**src/rtl/sobel_edge_packer.sv**
```systemverilog
// Thresholds sobel gradients into a 1-bit edge map, packs it LSB-first into
// row-aligned bytes, buffers them in a small FIFO and counts edges per frame.
module sobel_edge_packer #(
    parameter int OUT_W      = 62,
    parameter int OUT_H      = 62,
    parameter int GRAD_WIDTH = 11,
    parameter int FIFO_DEPTH = 4
) (
    input  logic                                 clk,
    input  logic                                 rst,
    input  logic [GRAD_WIDTH-1:0]                gradient,
    input  logic                                 gradient_valid,
    input  logic [GRAD_WIDTH-1:0]                threshold,
    output logic [7:0]                           edge_byte,
    output logic                                 edge_valid,
    input  logic                                 edge_ready,
    output logic [$clog2(OUT_W*OUT_H+1)-1:0]     edge_count,
    output logic                                 frame_done,
    output logic                                 overflow
);

    localparam int CNT_W = $clog2(OUT_W*OUT_H+1);
    localparam int COL_W = $clog2(OUT_W);
    localparam int ROW_W = $clog2(OUT_H);
    localparam int PTR_W = $clog2(FIFO_DEPTH);
    localparam logic [COL_W-1:0] COL_LAST = COL_W'(OUT_W-1);
    localparam logic [ROW_W-1:0] ROW_LAST = ROW_W'(OUT_H-1);

    typedef enum logic {
        IDLE,
        RUN
    } state_t;

    state_t state, state_nxt;

    logic [GRAD_WIDTH-1:0] thr_q;
    logic [GRAD_WIDTH-1:0] thr_use;
    logic [COL_W-1:0]      col;
    logic [ROW_W-1:0]      row;
    logic [2:0]            bit_cnt;
    logic [7:0]            shreg;
    logic [7:0]            byte_cur;
    logic                  edge_bit;
    logic                  row_end;
    logic                  frame_end;
    logic                  byte_done;
    logic                  push;
    logic                  pop;
    logic                  full;
    logic [CNT_W-1:0]      run_cnt;
    logic [CNT_W-1:0]      run_cnt_nxt;
    logic [7:0]            mem [FIFO_DEPTH];
    logic [PTR_W:0]        wr_ptr;
    logic [PTR_W:0]        rd_ptr;

    // The first pixel of a frame uses the live threshold; later ones the latch.
    always_comb begin
        thr_use     = (state == IDLE) ? threshold : thr_q;
        edge_bit    = (gradient >= thr_use);
        byte_cur    = shreg | (8'(edge_bit) << bit_cnt);
        row_end     = (col == COL_LAST);
        frame_end   = row_end && (row == ROW_LAST);
        byte_done   = (bit_cnt == 3'd7) || row_end;
        push        = gradient_valid && byte_done;
        edge_valid  = (wr_ptr != rd_ptr);
        pop         = edge_valid && edge_ready;
        full        = (wr_ptr[PTR_W] != rd_ptr[PTR_W]) &&
                      (wr_ptr[PTR_W-1:0] == rd_ptr[PTR_W-1:0]);
        edge_byte   = edge_valid ? mem[rd_ptr[PTR_W-1:0]] : 8'h00;
        run_cnt_nxt = run_cnt + CNT_W'(edge_bit);
    end

    always_comb begin
        state_nxt = state;
        unique case (state)
            IDLE: if (gradient_valid) state_nxt = RUN;
            RUN:  if (gradient_valid && frame_end) state_nxt = IDLE;
            default: state_nxt = IDLE;
        endcase
    end

    always_ff @(posedge clk or negedge rst) begin
        if (!rst) begin
            state <= IDLE;
        end else begin
            state <= state_nxt;
        end
    end

    always_ff @(posedge clk or negedge rst) begin
        if (!rst) begin
            thr_q      <= '0;
            col        <= '0;
            row        <= '0;
            bit_cnt    <= '0;
            shreg      <= '0;
            run_cnt    <= '0;
            edge_count <= '0;
            frame_done <= 1'b0;
        end else begin
            frame_done <= 1'b0;
            if (gradient_valid) begin
                if (state == IDLE) thr_q <= threshold;
                if (byte_done) begin
                    shreg   <= '0;
                    bit_cnt <= '0;
                end else begin
                    shreg   <= byte_cur;
                    bit_cnt <= bit_cnt + 3'd1;
                end
                if (row_end) begin
                    col <= '0;
                    row <= frame_end ? '0 : row + 1'b1;
                end else begin
                    col <= col + 1'b1;
                end
                if (frame_end) begin
                    edge_count <= run_cnt_nxt;
                    run_cnt    <= '0;
                    frame_done <= 1'b1;
                end else begin
                    run_cnt <= run_cnt_nxt;
                end
            end
        end
    end

    // A simultaneous pop frees the head slot, so a push into a full FIFO lands.
    always_ff @(posedge clk or negedge rst) begin
        if (!rst) begin
            wr_ptr   <= '0;
            rd_ptr   <= '0;
            overflow <= 1'b0;
        end else begin
            if (push && (!full || pop)) wr_ptr <= wr_ptr + 1'b1;
            if (pop) rd_ptr <= rd_ptr + 1'b1;
            if (push && full && !pop) overflow <= 1'b1;
        end
    end

    always_ff @(posedge clk) begin
        if (push && (!full || pop)) mem[wr_ptr[PTR_W-1:0]] <= byte_cur;
    end

endmodule
```
**config.mk**
```make
export PLATFORM = sky130hd
export DESIGN_NAME = sobel_edge_packer
export DESIGN_NICKNAME = d
export VERILOG_FILES = /design/src/rtl/sobel_edge_packer.sv
export SDC_FILE = /design/constraint.sdc
export NUM_CORES = 1
export LEC_CHECK = 0
export ABC_CLOCK_PERIOD_IN_PS = 6700
export CAP_MARGIN = 40
export CORE_MARGIN = 5
export CORE_UTILIZATION = 45
export DETAILED_ROUTE_END_ITERATION = 10
export PLACE_DENSITY_LB_ADDON = 0.08
export SYNTH_ARGS = -nofsm -noshare
export SYNTH_HDL_FRONTEND = slang
export SYNTH_SLANG_ARGS = --single-unit
```
**constraint.sdc**
```tcl
create_clock -name clk -period 6.7 [get_ports clk]
set_input_delay 1.005 -clock clk [delete_from_list [all_inputs] [get_ports clk]]
set_output_delay 1.005 -clock clk [all_outputs]
set_load 0.01 [all_outputs]
```
# After elaboration in Yosys (flattened, before gate mapping)
# Memories as Yosys holds them, arrays and structs flattened.
# Index checks and enable logic that the tools add are counted.
dict set report totals {
  regBits 67
  ramBits 32
  input_bits 26
  out_inout_bits 23
  n_memories 1
}
dict set report classes {
  add_sub_neg 6
  order_cmp 1
  n_eq_ne 6
  shifts 1
  n_mux 14
  n_bitwise 2
  n_reduce_logical 14
}
# memory words word_bits rd rd_clocked_by_memory_dff write_ports line
set memory_table {}
lappend memory_table {mem 4 8 1 0 1 52} ;# logic [7:0] mem [FIFO_DEPTH];
# op n
set op_table {}
lappend op_table {{2-to-1 mux 8 bit} 2}
lappend op_table {{adder 12 x 1 -> 12 bit} 1}
lappend op_table {{adder 6 x 1 -> 6 bit (second input constant)} 2}
lappend op_table {{equality test 6 bit (second input constant)} 2}
lappend op_table {{2-to-1 mux 12 bit} 1}
lappend op_table {{2-to-1 mux 6 bit} 2}
lappend op_table {{>= comparator 11 bit} 1}
lappend op_table {{2-to-1 mux 11 bit} 1}
lappend op_table {{adder 3 x 1 -> 3 bit (second input constant)} 3}
lappend op_table {{logical AND 1 bit} 8}
lappend op_table {{OR 8 bit} 1}
lappend op_table {{<< shifter 1 x 3 -> 8 bit} 1}
lappend op_table {{2-to-1 mux 1 bit} 6}
lappend op_table {{AND reduction 2 bit} 2}
lappend op_table {{equality test 3 bit (second input constant)} 1}
lappend op_table {{2-to-1 mux 3 bit} 1}
lappend op_table {{!= test 3 bit} 1}
lappend op_table {{equality test 2 bit} 1}
lappend op_table {{zero test 1 bit} 2}
lappend op_table {{logical OR 1 bit} 2}
lappend op_table {{one-hot mux 1 bit (2 select lines)} 1}
lappend op_table {{!= test 1 bit} 1}
lappend op_table {{NOT 1 bit} 1}

# Logic depth before layout (Yosys ltp)
# Gate-level depths: netlist of run 1.
dict set report depth {
  word_depth 7
  mapped_depth 16
  ltp_nobuf 13
}

# Worst setup path after synthesis of run 1
# OpenSTA, ideal clock, no wires.
dict set report synth_path {
  kind {input-to-reg}
  start {input threshold[0]}
  end {register edge_count[10]}
  arrival_time_ps 3491
  required_time_ps 6617
  setup_slack_ps 3126
  stages 15
  path_buffers 2
  cell_sequence {mux2_2 > ha_1 > nand2b_1 > nand3_1 > a211oi_1 > or3_1 > buf_6 > buf_8 > ha_1 > ha_1 > nand3_1 > nor2_1 > nand3_1 > xor2_1 > o21ai_0}
}
dict set report synth_between {
  elab_chain_cells 3
}
# element line
set synth_lines {}
lappend synth_lines {{from (decl)} 13} ;# input logic [GRAD_WIDTH-1:0] threshold,
lappend synth_lines {{2-to-1 mux 11 bit} 58} ;# thr_use = (state == IDLE) ? threshold : thr_q;
lappend synth_lines {{>= comparator 11 bit} 59} ;# edge_bit = (gradient >= thr_use);
lappend synth_lines {{adder 12 x 1 -> 12 bit} 70} ;# run_cnt_nxt = run_cnt + CNT_W'(edge_bit);
lappend synth_lines {{to (signal assigned)} 118} ;# edge_count <= run_cnt_nxt;
lappend synth_lines {{to (decl)} 17} ;# output logic [$clog2(OUT_W*OUT_H+1)-1:0] edge_count,
# No other way between the ends.
# A chain may end at the register's enable or synchronous reset.

# Worst setup path in the final report of run 1
dict set report layout_path {
  start {input threshold[0]}
  end {register edge_count[8]}
}
dict set report layout_between {
  elab_chain_cells 3
}
# element line
set layout_lines {}
lappend layout_lines {{2-to-1 mux 11 bit} 58}
lappend layout_lines {{named net thr_use[0]} 37} ;# logic [GRAD_WIDTH-1:0] thr_use;
lappend layout_lines {{>= comparator 11 bit} 59}
lappend layout_lines {{adder 12 x 1 -> 12 bit} 70}
# The timed path passes the listed nets, and every way through them passes these cells.

==> impl_metrics.yaml, run 1 <==
routing:
  wl_microns: 9100
  ant_nets: 0
  vias_per_cell: 5.31
  vias: 3095
  initialDrtViolationCount: 174
  drc: 0
  wl_per_cell_microns: 15.6
  firstDrtPassIters: 4
status:
  outcome: "finished, final reports clean"
synth:
  ys_warn_count: 0
  synth_seq_area_share: 0.546
  syn_inst: 395
  yosysTopAreaCell: "dfrtp_1"
  syn_area_sq_um: 4830
  synth_top_cell_area_share: 0.347
  synth_cell_types: 50
  synth_seq_cells: 99
  synth.avg_cell_area_sq_um: 12.2
  synth.top_cells.by_area: "dfrtp_1 (35%), edfxtp_1 (20%), ha_1 (6.2%)"
  syn_nets: 445
pwr:
  p_switching_uw: 627
  leakagePower_nw: 2.33
  p_comb_frac: 0.327
  clkPwrFrac: 0.196
  switching_share: 0.337
  vdd_drop_max_mv: 0.171
  internal-power_mw: 1.23
  p_per_area_nw_per_um2: 332
  p_seq_frac: 0.477
timing:
  hold_ws_ns: 0.490
  finClkSkew_ns: 0.0102
  finalSetupViolations: 0
  post-route-min-period_ns: 4.22
  rsz0062_at_grt: "no"
  period_share: 0.630
  report.final.hold_viol_count: 0
  final.setup.tns_ns: 0
  setup_ws_ns: 2.48
  worstMarginPinSlew_ns: 0.760
  maxSlewViolCount: 0
  slew_headroom: 0.490
  fmaxAchievable_ghz: 0.237
layout:
  fin_nets: 492
  syn_to_final_growth_pct: 16.2
  utilization: 0.539
  layout_common_cells: "dfrtp_1 (67), clkdlybuf4s50_1 (47), o21ai_0 (41)"
  layout_commonest_cell: "dfrtp_1"
  diodes: 0
  drive_above_1_share: 0.141
critical_path:
  crit_type: "primary input to flip-flop"
  reg2reg_from: "state$_DFF_PN0_"
  start_kind: "primary input"
  regToRegSetupSlack_ns: 2.62
  worstPathRequired_ns: 6.97
  critPathCaptureType: "flip-flop"
  crit_fanout: 17
  reg2reg_to: "edge_count[8]$_DFFE_PN0P_"
  worst_ep_arrival_time_ns: 4.49
  rr_worst_depth: 13
global_routing:
  grt_pass1_vias: 3204
  grt_use_total: 0.151
  grt_max_degree: 65
  grt_pass1_wl_microns: 15800
  gr-total-overflow: 0
  antenna_found_initial: 0
floorplan:
  die_area_sq_um: 12900
  die_h_microns: 114
  fp-row-count: 37
  die_w_microns: 114
  coreArea_sq_um: 10400
  num_io_pins: 49
  start_util: 0.464
place:
  dpl_worst_slack_ns: 2.11
  hpwl_microns: 6350
  place.gp.congestion: 0.777
  portBuffers: 48
worst_hold_path:
  hold_end: "edge_count[3]$_DFFE_PN0P_"
  hold_path_class: "flip-flop to flip-flop"
  hold_path_startpoint: "edge_count[3]$_DFFE_PN0P_"
  hold_path_depth: 2
cts:
  root_buffer: "clkbuf_8"
  ctsResizeCount: 0
  cts_made_buffers: 9
  cts_sinks: 99
  clk_latency_ns: 0.36
  clkSlewWorstSetupHoldPaths_ns: 0.10
  cts_tree: "done"
  clock_path_buffers: 2
  cts_setup_buffers: 0
  htree_levels: 3
  cts_hold_buffers: 0
flow_run:
  maxCapViolCount: 0
per-layer routing:
metal	share of wire	vias up	routed length, microns	track usage
met5	0	-	0	0
met4	0.0077	0	70	0.0409
met3	0.031	6	284	0.0318
met2	0.48	39	4330	0.242
met1	0.49	1512	4420	0.210
li1	-	1538	-	-
through the flow:
step                instance area [sq um]  power, mW  std cells
floorplan                            4830       1.31        395
global placement                     5410       1.49        566
detailed placement                   5440       1.52        567
CTS                                  5620       1.89        583
global route                         5620       2.00        583
finish                               5620       1.86        583
synthesized netlist by cell type (all sizes together):
cell type and n:
nor4 2, o31ai 5, a21o 11, o21ai 42, nand3 9, xor2 8
nand2b 4, a32o 9, clkbuf 7, and2 12, and3 5, nand4 7
o2bb2ai 2, a21oi 7, nor3 11, a31oi 6, inv 13, a211oi 1
nor2b 1, xnor2 10, nor2 12, or3 3, o22ai 1, nand2 39
mux2 15, buf 8, ha 24, edfxtp 32, mux4 8, a22o 2
mux2i 11, dfrtp 67, o21ba 1
state kept, by name, indices dropped and copies added, names as in the netlist, 3 cells and up:
| signal | count |
|---|---|
| mem | 32 |
| edge_count | 12 |
| run_cnt | 12 |
| thr_q | 11 |
| shreg | 8 |
| col | 6 |
| row | 6 |
| bit_cnt | 3 |
| rd_ptr | 3 |
| wr_ptr | 3 |
worst max-delay path by stage:
stage / startpoint / endpoint / cells past startpoint
global placement: threshold[0] / edge_count[8]$_DFFE_PN0P_ / 14
floorplan: threshold[0] / edge_count[10]$_DFFE_PN0P_ / 15
CTS: threshold[0] / edge_count[8]$_DFFE_PN0P_ / 14
finish: threshold[0] / edge_count[8]$_DFFE_PN0P_ / 14
global route: threshold[0] / edge_count[8]$_DFFE_PN0P_ / 14
detailed placement: threshold[0] / edge_count[8]$_DFFE_PN0P_ / 14
logic make-up after synthesis:
family,synth area share
and+or+nand+nor,0.118
adders and majority gates,0.0621
xor gates and xnor gates,0.0342
DFF,0.546
buffers and inverters,0.0280
muxes,0.0950
AOI/OAI and AO/OA,0.117
cell type report:
type	instances	area (sq um)
tap	136	170
clock inverter	7	56.3
fill	926	4800
sequential	99	2640
multi-input combinational	268	2060
inverter	13	48.8
clock buffer	9	124
timing repair buffer	51	518
critical path, cell delays in order:
cell	delay [ns]
clkdlybuf4s50_1	0.41
mux2_2	0.26
ha_1	0.26
nand2b_1	0.09
nand3_1	0.07
a211oi_1	0.20
or3_1	0.50
ha_1	0.32
ha_1	0.26
nand3_1	0.15
nor2_1	0.42
nand3_1	0.19
xor2_1	0.17
o21ai_0	0.16
power by group through the flow:
stage / Combinational, mW / Clock (mW) / Sequential (mW)
after floorplan: 0.471 / 0 / 0.843
after global placement: 0.598 / 0 / 0.896
after detailed placement: 0.617 / 0 / 0.903
after CTS: 0.621 / 0.381 / 0.891
after global routing: 0.682 / 0.403 / 0.910
final: 0.609 / 0.364 / 0.888
(Power assumes the default switching activity.)
==> run 2: changes to the inputs <==
--- a/config.mk
+++ b/config.mk
@@ -5,7 +5,7 @@
 export SDC_FILE = /design/constraint.sdc
 export NUM_CORES = 1
 export LEC_CHECK = 0
-export ABC_CLOCK_PERIOD_IN_PS = 6700
+export ABC_CLOCK_PERIOD_IN_PS = 3950
 export CAP_MARGIN = 40
 export CORE_MARGIN = 5
 export CORE_UTILIZATION = 45
==> constraint.sdc (replaced) <==
create_clock -name clk -period 3.95 [get_ports clk]
set_input_delay 0.5925 -clock clk [delete_from_list [all_inputs] [get_ports clk]]
set_output_delay 0.5925 -clock clk [all_outputs]
set_load 0.01 [all_outputs]
==> run 2 against run 1 <==
Compared with the run above:
- register-to-register slack worse by 2.0 ns
- highest routed layer unchanged
- cell area is 0.49% higher
- utilization increased by 0.26 points
- largest cell class unchanged
- clock power rose by 86%
- sequential share of layout area is 0.23 points lower
- largest power group unchanged
- worst setup slack got worse by 1.9 ns
- die area stayed put
- worst hold slack worse by 0.29 ns
==> impl_metrics.yaml, run 2 (same netlist as run 1, synthesis figures left out) <==
timing:
  final.setup.tns_ns: 0
  post-route-min-period_ns: 3.35
  fmaxAchievable_ghz: 0.298
  period_share: 0.848
  finalSetupViolations: 0
  finClkSkew_ns: 0.0171
  report.final.hold_viol_count: 0
  rsz0062_at_grt: "no"
  worstMarginPinSlew_ns: 0.756
  slew_headroom: 0.492
  maxSlewViolCount: 0
cts:
  clkSlewWorstSetupHoldPaths_ns: 0.11
  cts_hold_buffers: 0
  cts_tree: "done"
  clk_latency_ns: 0.37
  cts_sinks: 99
  cts_made_buffers: 9
  clock_path_buffers: 2
  ctsResizeCount: 0
  root_buffer: "clkbuf_8"
  htree_levels: 3
  cts_setup_buffers: 0
layout:
  drive_above_1_share: 0.147
  utilization: 0.542
  layout_commonest_cell: "dfrtp_1"
  regArea_sq_um: 2640
  fin_nets: 495
  stdcell_count: 586
  layout_common_cells: "dfrtp_1 (67), clkdlybuf4s50_1 (47), o21ai_0 (41)"
  diodes: 0
  fill_cells: 922
  syn_to_final_growth_pct: 16.7
  largest_reg_flops: 32
  multi_input_area_sq_um: 2060
critical_path:
  critPathCaptureType: "flip-flop"
  worst_ep_arrival_time_ns: 3.63
  worstPathRequired_ns: 4.23
  start_kind: "flip-flop"
  rr_worst_depth: 13
  crit_fanout: 9
  crit_type: "flip-flop to flip-flop"
global_routing:
  antenna_found_initial: 0
  grt_pass1_vias: 3193
  grt_max_degree: 33
  grt_use_total: 0.151
  gr-total-overflow: 0
  grt_pass1_wl_microns: 15800
floorplan:
  num_io_pins: 49
  start_util: 0.464
  die_w_microns: 114
  fp-row-count: 37
  coreArea_sq_um: 10400
  die_h_microns: 114
  die_area_sq_um: 12900
place:
  place.gp.congestion: 0.774
  portBuffers: 48
  dp.cells: 570
  hpwl_microns: 6390
pwr:
  vdd_drop_max_mv: 0.256
  p_per_area_nw_per_um2: 571
  leakagePower_nw: 2.35
routing:
  ant_nets: 0
  vias_per_cell: 5.25
  vias: 3078
  routed.top_layer: "met4"
  wl_microns: 8990
  dr_wl_met3_microns: 346
  drc: 0
  met2_length_microns: 4260
  firstDrtPassIters: 4
  m1WireLength_microns: 4310
  initialDrtViolationCount: 127
  wl_per_cell_microns: 15.3
status:
  outcome: "finished, final reports clean"
worst_hold_path:
  hold_path_class: "primary input to async pin"
flow_run:
  maxCapViolCount: 0
-- run 2: power breakdown --
| group | total (mW) | internal, mW | switching (mW) | leakage [nW] |
|---|---|---|---|---|
| clock network | 0.678 | 0.304 | 0.374 | 0.103 |
| logic | 1.04 | 0.566 | 0.477 | 1.10 |
| registers | 1.50 | 1.29 | 0.208 | 1.14 |
-- run 2: critical path: stages (launching register included) --
cell and delay (ns):
dfrtp_1 0.51, buf_4 0.25, mux2i_1 0.10, ha_1 0.32
nand4_1 0.13, a211oi_1 0.26, or3_1 0.19, ha_1 0.22
ha_1 0.26, nand3_1 0.16, nor2_1 0.38, nand3_1 0.18
xor2_1 0.17, o21ai_0 0.14
-- run 2: area by class of cell --
type,count,area share
Inverter,13,0.00865
Clock inverter,7,0.0144
Timing Repair Buffer,54,0.0922
Multi-Input combinational cell,268,0.365
Tap cell,136,0.0302
Sequential cell,99,0.467
Clock buffer,9,0.0220
-- run 2: stage by stage --
step | cell area (sq um) | hold WS, ns | power [mW] | worst slack (ns)
final | 5640 | 0.202 | 3.22 | 0.598
after global routing | 5640 | 0.232 | 3.47 | 0.186
after CTS | 5640 | 0.209 | 3.27 | 0.548
after detailed placement | 5440 | 0.470 | 2.59 | 0.180
after global placement | 5440 | 0.456 | 2.56 | 0.306
after floorplan | 4830 | 0.297 | 2.23 | 0.636
-- run 2: layer usage --
metal  global-route usage  vias to the layer above
met3               0.0361                        7
met4               0.0313                        0
met2                0.244                       54
met1                0.210                     1479
li1                     -                     1538
met5                    0                        -
-- run 2: worst paths after layout --
path	startpoint	to	slack [ns]
hold / removal	rst	thr_q[6]$_DFFE_PN0P_	0.20
hold reg to reg	edge_count[6]$_DFFE_PN0P_	edge_count[6]$_DFFE_PN0P_	0.49
min in group clk	edge_count[6]$_DFFE_PN0P_	edge_count[6]$_DFFE_PN0P_	0.49
max in group asynchronous	rst	run_cnt[2]$_DFFE_PN0P_	2.91
setup / recovery	state$_DFF_PN0_	edge_count[8]$_DFFE_PN0P_	0.60
setup reg to reg	state$_DFF_PN0_	edge_count[8]$_DFFE_PN0P_	0.60
==> run 3: changes to the inputs <==
--- a/config.mk
+++ b/config.mk
@@ -5,7 +5,7 @@
 export SDC_FILE = /design/constraint.sdc
 export NUM_CORES = 1
 export LEC_CHECK = 0
-export ABC_CLOCK_PERIOD_IN_PS = 3950
+export ABC_CLOCK_PERIOD_IN_PS = 3400
 export CAP_MARGIN = 40
 export CORE_MARGIN = 5
 export CORE_UTILIZATION = 45
==> constraint.sdc (replaced) <==
create_clock -name clk -period 3.4 [get_ports clk]
set_input_delay 0.51 -clock clk [delete_from_list [all_inputs] [get_ports clk]]
set_output_delay 0.51 -clock clk [all_outputs]
set_load 0.01 [all_outputs]
==> run 3 against run 2 <==
Compared with the run above:
- final cell count rose by 1.0%
- worst hold slack got worse by 0.15 ns
- clock skew fell by 0.0036 ns
- non-clock buffer count rose by 6
- die area did not move
- sequential cell count did not move
- global-route usage barely moved
- wire length rose by 1.1%
- clock-buffer cell count did not move
- combinational power rose by 18%
- sequential power rose by 16%
- critical path type is now primary input to flip-flop
==> impl_metrics.yaml, run 3 (same netlist as run 1, synthesis figures left out) <==
routing:
  wl_microns: 9090
  vias: 3128
  initialDrtViolationCount: 131
  ant_nets: 0
  firstDrtPassIters: 4
  vias_per_cell: 5.28
  wl_per_cell_microns: 15.4
  drc: 0
cts:
  clkSlewWorstSetupHoldPaths_ns: 0.11
  cts_setup_buffers: 0
  cts_sinks: 99
  cts_tree: "done"
  htree_levels: 3
  root_buffer: "clkbuf_8"
  clk_latency_ns: 0.36
  cts_made_buffers: 9
  ctsResizeCount: 0
  clock_path_buffers: 2
  cts_hold_buffers: 0
timing:
  rsz0062_at_grt: "no"
  finalSetupViolations: 0
  maxSlewViolCount: 0
  setup_ws_ns: 0.333
  fmaxAchievable_ghz: 0.326
  report.final.hold_viol_count: 0
  finClkSkew_ns: 0.0135
  period_share: 0.902
  worstMarginPinSlew_ns: 0.742
  slew_headroom: 0.502
  post-route-min-period_ns: 3.07
floorplan:
  coreArea_sq_um: 10400
  fp-row-count: 37
  die_area_sq_um: 12900
  start_util: 0.464
  die_h_microns: 114
  num_io_pins: 49
  die_w_microns: 114
global_routing:
  antenna_found_initial: 0
  grt_use_met1: 0.209
  grt_max_degree: 60
  grt.busiest_layer: "met2"
  grt_use_total: 0.152
  use_met3: 0.0340
  grt_pass1_wl_microns: 15700
  grt_pass1_vias: 3265
  use_met2: 0.241
  gr-total-overflow: 0
layout:
  syn_to_final_growth_pct: 17.9
  stdcell_count: 592
  layout_commonest_cell: "dfrtp_1"
  diodes: 0
  layout_common_cells: "dfrtp_1 (67), clkdlybuf4s50_1 (47), o21ai_0 (41)"
  drive_above_1_share: 0.158
  largest_reg_flops: 32
  fin_nets: 501
  fill_cells: 899
status:
  outcome: "finished, final reports clean"
flow_run:
  maxCapViolCount: 0
critical_path:
  crit_fanout: 7
  crit_slowest_cell: "clkdlybuf4s50_1"
  crit_chain: "clkdlybuf4s50_1 -> mux2_2 -> ha_1 -> nand2b_1 -> nand3_1 -> a211oi_1 -> or3_1 -> ha_1 -> ha_1 -> nand3_1 -> nor2_1 -> nand3_1 -> xor2_1 -> o21ai_0"
  worstPathRequired_ns: 3.68
  cp_top_family: "simple AND/OR/NAND/NOR gates"
  crit_type: "primary input to flip-flop"
  max_stage_delay_ns: 0.41
  worst_ep_arrival_time_ns: 3.35
  critPathCaptureType: "flip-flop"
  start_kind: "primary input"
  path_buf_inv: 1
place:
  dp.cells: 576
  dpl_worst_slack_ns: -0.0985
  hpwl_microns: 6430
  portBuffers: 48
  place.gp.congestion: 0.777
pwr:
  p_per_area_nw_per_um2: 652
  total_power_mw: 3.72
  vdd_drop_max_mv: 0.340
  leakagePower_nw: 2.37
worst_hold_path:
  hold_path_class: "primary input to async pin"
-- run 3: changes by cell type in the layout (fill, tap and decap cells not counted), sizes merged --
| cell | delta |
|---|---|
| buf | +6 |
| bufinv | -1 |
| clkinvlp | +1 |
-- run 3: area by class of cell --
class | count | area, sq um | share of cell area
repair buffers | 60 | 586 | 0.103
clock buffers | 9 | 124 | 0.0217
clock inverters | 7 | 71.3 | 0.0125
multi-input cells | 268 | 2060 | 0.362
well taps | 136 | 170 | 0.0299
inverters | 13 | 48.8 | 0.00856
flip-flops and latches | 99 | 2640 | 0.463
-- run 3: worst paths after layout --
path	from	to	slack, ns	cells after the start
setup / recovery	threshold[0]	edge_count[8]$_DFFE_PN0P_	0.33	14
min in group clk	row[5]$_DFFE_PN0P_	row[5]$_DFFE_PN0P_	0.49	1
hold reg to reg	row[5]$_DFFE_PN0P_	row[5]$_DFFE_PN0P_	0.49	1
hold / removal	rst	shreg[0]$_DFFE_PN0P_	0.05	2
setup reg to reg	state$_DFF_PN0_	edge_count[8]$_DFFE_PN0P_	0.38	13
max in group asynchronous	rst	shreg[6]$_DFFE_PN0P_	2.81	3
-- run 3: per-layer routing --
metal	up-vias	routed length (microns)
li1	1564	-
met1	1494	4420
met2	58	4100
met3	12	430
met4	0	134
met5	-	0
-- run 3: worst register-to-register path, cell delays in order, from the launching register on --
cell	delay (ns)
dfrtp_1	0.42
buf_4	0.19
mux2i_1	0.13
ha_1	0.32
nand4_1	0.13
a211oi_1	0.23
or3_1	0.18
ha_1	0.22
ha_1	0.19
nand3_1	0.09
nor2_1	0.37
nand3_1	0.18
xor2_1	0.16
o21ai_0	0.14
-- run 3: power breakdown --
part | internal [mW] | leakage [nW] | switching (mW)
logic | 0.669 | 1.13 | 0.562
registers | 1.50 | 1.14 | 0.237
clock network | 0.288 | 0.0931 | 0.458
-- run 3: through the flow --
step	area [sq um]	hold slack, ns	util	TNS, ns
finish	5700	0.0530	0.547	0
global route	5700	0.0369	0.547	0
CTS	5700	0.0340	0.547	0
detailed placement	5500	0.449	0.528	-0.224
global placement	5480	0.455	0.526	-0.0247
floorplan	4830	0.214	-	0
